File: src/rtl/lock_pkg.sv
// Shared types and constants for the code-lock keypad front end.
package lock_pkg;
  localparam int CODE_W  = 16;
  localparam int DIGIT_W = 4;
  localparam int DIGITS  = 4;

  typedef enum logic [2:0] {
    IDLE,
    COLLECT,
    CHECK,
    OPEN,
    FAIL,
    LOCKOUT
  } state_t;
endpackage

File: src/rtl/lock_timer.sv
// Loadable down-counter that parks at zero; times both the open and lockout windows.
module lock_timer #(
  parameter int W = 6
) (
  input  logic         clk,
  input  logic         clr,
  input  logic         load,
  input  logic [W-1:0] load_value,
  output logic         zero
);
  logic [W-1:0] count;

  always_ff @(posedge clk) begin
    if (clr)
      count <= '0;
    else if (load)
      count <= load_value;
    else if (count != '0)
      count <= count - 1'b1;
  end

  assign zero = (count == '0);
endmodule

File: src/rtl/lock_keypad_entry.sv
// Keypad entry controller: assembles a 4-digit code, requests a compare, and
// drives unlock / fail / alarm with a consecutive-wrong-attempt lockout.
module lock_keypad_entry
  import lock_pkg::*;
#(
  parameter int MAX_TRIES      = 3,
  parameter int OPEN_CYCLES    = 16,
  parameter int LOCKOUT_CYCLES = 64
) (
  input  logic                 clk,
  input  logic                 clr,
  input  logic                 key_valid,
  input  logic [DIGIT_W-1:0]   key_digit,
  input  logic                 key_enter,
  input  logic                 key_cancel,
  input  logic                 equal,
  output logic [CODE_W-1:0]    pressed_code,
  output logic [2:0]           digit_count,
  output logic                 check,
  output logic                 unlock,
  output logic                 fail,
  output logic                 alarm
);
  localparam int MAX_CYC = (OPEN_CYCLES > LOCKOUT_CYCLES) ? OPEN_CYCLES : LOCKOUT_CYCLES;
  localparam int TIMER_W = (MAX_CYC > 1) ? $clog2(MAX_CYC) : 1;
  localparam logic [TIMER_W-1:0] OPEN_LOAD = TIMER_W'(OPEN_CYCLES - 1);
  localparam logic [TIMER_W-1:0] LOCK_LOAD = TIMER_W'(LOCKOUT_CYCLES - 1);

  state_t              state, state_n;
  logic [CODE_W-1:0]   code_n;
  logic [2:0]          count_n;
  logic [3:0]          tries, tries_n;
  logic                tmr_load;
  logic [TIMER_W-1:0]  tmr_value;
  logic                tmr_zero;
  logic                wrong;

  lock_timer #(.W(TIMER_W)) u_timer (
    .clk        (clk),
    .clr        (clr),
    .load       (tmr_load),
    .load_value (tmr_value),
    .zero       (tmr_zero)
  );

  always_ff @(posedge clk) begin
    if (clr) begin
      state        <= IDLE;
      pressed_code <= '0;
      digit_count  <= '0;
      tries        <= '0;
    end else begin
      state        <= state_n;
      pressed_code <= code_n;
      digit_count  <= count_n;
      tries        <= tries_n;
    end
  end

  always_comb begin
    state_n   = state;
    code_n    = pressed_code;
    count_n   = digit_count;
    tries_n   = tries;
    tmr_load  = 1'b0;
    tmr_value = '0;
    wrong     = 1'b0;

    case (state)
      IDLE: begin
        // Cancel and enter outrank a digit even though both are no-ops here.
        if (!key_cancel && !key_enter && key_valid) begin
          code_n  = {pressed_code[CODE_W-DIGIT_W-1:0], key_digit};
          count_n = (digit_count == 3'(DIGITS)) ? digit_count : digit_count + 3'd1;
          state_n = COLLECT;
        end
      end
      COLLECT: begin
        if (key_cancel) begin
          code_n  = '0;
          count_n = '0;
          state_n = IDLE;
        end else if (key_enter) begin
          if (digit_count == 3'(DIGITS))
            state_n = CHECK;
          else
            wrong = 1'b1;
        end else if (key_valid) begin
          code_n  = {pressed_code[CODE_W-DIGIT_W-1:0], key_digit};
          count_n = (digit_count == 3'(DIGITS)) ? digit_count : digit_count + 3'd1;
        end
      end
      CHECK: begin
        if (equal) begin
          state_n   = OPEN;
          tries_n   = '0;
          tmr_load  = 1'b1;
          tmr_value = OPEN_LOAD;
        end else begin
          wrong = 1'b1;
        end
      end
      OPEN: begin
        if (tmr_zero) begin
          state_n = IDLE;
          code_n  = '0;
          count_n = '0;
        end
      end
      FAIL: begin
        state_n = IDLE;
        code_n  = '0;
        count_n = '0;
      end
      LOCKOUT: begin
        if (tmr_zero) begin
          state_n = IDLE;
          code_n  = '0;
          count_n = '0;
          tries_n = '0;
        end
      end
      default: state_n = IDLE;
    endcase

    // Short entries and comparator misses share one wrong-attempt path.
    if (wrong) begin
      if (int'(tries) + 1 == MAX_TRIES) begin
        state_n   = LOCKOUT;
        tmr_load  = 1'b1;
        tmr_value = LOCK_LOAD;
      end else begin
        state_n = FAIL;
        tries_n = tries + 4'd1;
      end
    end
  end

  assign check  = (state == CHECK);
  assign unlock = (state == OPEN);
  assign fail   = (state == FAIL);
  assign alarm  = (state == LOCKOUT);
endmodule

File: config.mk
export PLATFORM = sky130hd
export DESIGN_NAME = lock_keypad_entry
export DESIGN_NICKNAME = d
export VERILOG_FILES = /design/src/rtl/lock_pkg.sv /design/src/rtl/lock_timer.sv /design/src/rtl/lock_keypad_entry.sv
export SDC_FILE = /design/constraint.sdc
export NUM_CORES = 1
export LEC_CHECK = 0
export BUFFER_PORTS_ARGS = -buffer_cell sky130_fd_sc_hd__buf_2
export CORE_MARGIN = 8
export CORE_UTILIZATION = 54
export CTS_CLUSTER_DIAMETER = 30
export DETAILED_ROUTE_END_ITERATION = 10
export PLACE_DENSITY = 0.79
export SLEW_MARGIN = 20
export SYNTH_ARGS = -nofsm -noshare
export SYNTH_HDL_FRONTEND = slang
export SYNTH_SLANG_ARGS = --single-unit
File: constraint.sdc
create_clock -name clk -period 1.8 [get_ports clk]
set_input_delay 0.18 -clock clk [delete_from_list [all_inputs] [get_ports clk]]
set_output_delay 0.18 -clock clk [all_outputs]
set_load 0.01 [all_outputs]
==> reports/results.md <==
• clkbuf_4 — root cell of the clock tree
• 32 — total number of clock tree sinks
• 2.114 mW — post-layout total power
• negative setup slack — violated checks
• 101.7% — Final Cycle Share
• 33 — IO Pins
• 4 — iteration count of the initial detailed-routing pass
• 0 — antenna violations before repair
• done — clock tree from TritonCTS
• 158 — number of DRC violations after detailed-routing iteration 0
• 39.14% — post-synthesis sequential area ratio
• 38.8% — portion of total power attributed to combinational logic
• 643.1 µm² — combined flip-flop and latch cell area
• 40.3% — Sequential Power Share
• in2reg — class of the worst hold path
• 22 — maximum number of pins on one net before global-route repair
• 0 — number of slew-limit violations in the final report
• 217 — Synth Net Count
• 54.96% — Initial Util
• 5 — number of buffers created by CTS
• 1441 — via count of the first global-routing pass
• true — unrepaired setup endpoints after global routing
• flip-flop — category of the worst setup path launch point
• 972.7 nW/µm² — power density over cell area
• 11.42 ps — Post-Route Skew
• u_timer.count[1] — Worst setup startpoint
• 0 — max-cap viol count
• 1028 µm² — footprint of the multi-input gates
• 5.807 — DR vias/cell
• 72.98% — post-layout utilization of the core
• reg2reg — type of the worst setup path
• digit_count[0] — R2R Path End
• 5 — highest net fanout along the worst path
• 2 — worst-case clock buffer depth
• 6465 µm — global-route wire length before repair
• 20 — standard-cell rows
• 2813 µm — post-detailed-placement half-perimeter wirelength
• -31.44 ps — minimum setup slack in the final design
• 0 — drt drc
• 0 — number of enable flip-flop cells after synthesis
• 0% — asr flop ratio synth
• 0 — hold bufs inserted after CTS
• 0 — count of nets left with antenna violations after detail routing
• 272 — layout net count
• 0.0005085 V — largest vdd supply drop
• 32.80% — area growth from synthesis to layout
• -30 ps — slack of the worst reg-to-reg path
• 1.368 mW — Internal Power
• 0.7973 — routability congestion estimate from global placement
• 1831 ps — minimum clock period after layout
• flip-flop — endpoint class of the critical path
• 0 — sum of overflow across all layers after global routing
• 35.27% — sw frac
• 224 — count of fill cells added during filler insertion
• 59.02% — Max-Slew Margin vs Limit
• 1637 µm² — synthesized cell area
• 0 — yosys warns
• complete, but fails checks — status
• digit_count[0] — capture point of the critical path
• 71.05 µm — DIE WIDTH
• 0 — antenna diode instance count
• 2978 µm² — area of the core
• 1684 — overall via count from detail_route
• 4 — final count of negative-setup-slack endpoints
• 2040 ps — data required time of the critical path
• 613.6 ps — measured slew at the worst slew-check pin
• 2070 ps — Worst EP arrival
• 32 — IO Port Bufs
• 201 — Gate Count Post-Synth
• 0 — Final Hold Violating Endpoints
• 2 — number of H-tree levels
• 0.5460 GHz — achievable frequency
• 47 — post-synthesis cell type count
• 3 — number of cells traversed by the worst hold path
• 8.142 µm² — Synth Area per Inst
• 37.74% — share of final-layout standard cells stronger than drive strength 1
• 20.9% — part of the total power dissipated in the clock network
• 71.05 µm — height of the die
• 0.9190 nW — leak pwr
• dfxtp_1 — Main synth FF type
• 8 — number of cells traversed by the worst register-to-register path
• u_timer.count[1] — worst reg2reg path startpoint
• 745.6 µW — net switching power
• 4598 µm — Total Routed Length
• 100 ps — clock-pin slew on the worst setup and hold paths
• 73.59 ps — final hold slack
• 15.86 µm — Routed wire per std cell
• 5048 µm² — overall die area
• 32 — number of synthesized register bits
• 350 ps — Worst-Skew Late Latency
• 15.53% — overall routing resource usage
## worst min path at each step
stage / from / slack (ps) / endpoint
finish: key_digit[0] / 70 / pressed_code[0]
global route: key_digit[0] / 60 / pressed_code[0]
detailed placement: key_digit[1] / 430 / pressed_code[1]
floorplan: key_digit[0] / 320 / pressed_code[0]
global placement: key_digit[1] / 430 / pressed_code[1]
CTS: key_digit[1] / 60 / pressed_code[1]
## logic make-up after synthesis
group                      count (synthesis)  share of synthesized area [%]
AOI/OAI and AO/OA                         56                          22.09
buffers and inverters                     17                          5.887
adders and majority gates                  6                          4.587
and+or+nand+nor                           86                          26.15
xor gates and xnor gates                   4                          2.141
DFF                                       32                          39.14
## state kept, by name (all words and copies together) (netlist names)
signal,count
digit_count,3
pressed_code,16
state,3
tries,4
u_timer.count,6
## critical path, stage by stage (launching register included)
cell and delay, ps:
dfxtp_2 340, inv_2 70, ha_4 120, nor3b_4 280, a21oi_2 130, buf_4 180, o31a_4 400, o21ai_2 140
a21oi_1 60
## cell usage after synthesis, types with 2 or more instances
cell | number | area share (%)
a211oi_2 | 2 | 1.5
a21boi_1 | 2 | 0.92
a21oi_1 | 26 | 8.0
a21oi_2 | 2 | 1.1
a221oi_1 | 2 | 1.1
a31oi_1 | 2 | 0.76
and2_1 | 2 | 0.76
and3_1 | 2 | 0.76
buf_2 | 2 | 0.61
buf_4 | 4 | 1.8
buf_6 | 2 | 1.4
clkbuf_1 | 2 | 0.46
dfxtp_1 | 32 | 39
ha_1 | 6 | 4.6
inv_1 | 7 | 1.6
nand2_1 | 42 | 9.6
nand2b_1 | 3 | 1.1
nand3_1 | 8 | 2.4
nand4_1 | 3 | 1.1
nor2_1 | 7 | 1.6
nor3_1 | 5 | 1.5
nor3b_1 | 3 | 1.4
nor4_1 | 2 | 0.76
o21ai_0 | 6 | 1.8
o21ai_1 | 3 | 0.92
xnor2_1 | 3 | 1.6
## power groups by stage
stage          Clock [mW]  Combinational [mW]  Sequential, mW
4_1_cts             0.446               0.674           0.844
3_3_place_gp            0               0.651           0.861
2_1_floorplan           0               0.476           0.853
3_5_place_dp            0               0.668           0.861
6_report            0.442               0.820           0.852
5_1_grt             0.472               0.890           0.862
## final cells by class
type / count / share of cell area (%)
multi-input cells: 154 / 47.32
repair buffers: 56 / 17.16
well taps: 33 / 1.900
flip-flops and latches: 32 / 29.59
clock inverters: 2 / 0.4606
clock buffers: 6 / 2.360
inverters: 7 / 1.209
## cells in the final DEF, fill, tap and decap left out, types with 2 or more instances in the layout
cell	synthesis	final
nand2_1	42	41
buf_2	2	32
dfxtp_1	32	30
a21oi_1	26	22
buf_4	4	19
nor2_1	7	6
nand3_2	1	6
o21ai_0	6	6
inv_1	7	5
a21oi_2	2	5
nor3_1	5	5
ha_1	6	5
clkbuf_4	0	5
buf_6	2	4
nand2b_1	3	3
nor3b_1	3	3
a211oi_2	2	3
nand3_1	8	3
nand4_1	3	3
xnor2_1	3	3
inv_2	0	2
nor2_2	1	2
o31a_4	0	2
a31oi_1	2	2
and3_1	2	2
nor4_1	2	2
and2_1	2	2
o21ai_2	0	2
a21boi_1	2	2
clkinv_2	0	2
dfxtp_2	0	2
## what timing repair did
item                                    4_1_cts  5_1_grt
cloned                                        0        5
endpoints found under the setup margin       18       24
gates resized for setup                       1       29
buffers inserted                              0        6
pin swaps                                     0       16
## through the flow
step / worst slack [ps] / setup TNS [ps] / instance area (µm²) / std cells
4_1_cts: 1.537 / 0 / 1956 / 279
5_1_grt: -79.50 / -779.8 / 2173 / 290
3_5_place_dp: -104.2 / -963.6 / 1893 / 271
2_1_floorplan: 112.4 / 0 / 1637 / 201
6_report: -31.44 / -67.45 / 2173 / 290
3_3_place_gp: -16.85 / -19.41 / 1893 / 271
## per-layer routing
layer / up-vias / part of all wire [%] / GRT usage [%] / routed length [µm]
li1: 825 / - / - / -
met1: 784 / 42 / 19.08 / 1922
met2: 65 / 48 / 24.00 / 2197
met3: 10 / 8.0 / 5.367 / 368
met4: 0 / 2.4 / 6.467 / 110
met5: - / 0 / 0 / 0
Note: power is estimated with default switching activity, not from simulation.
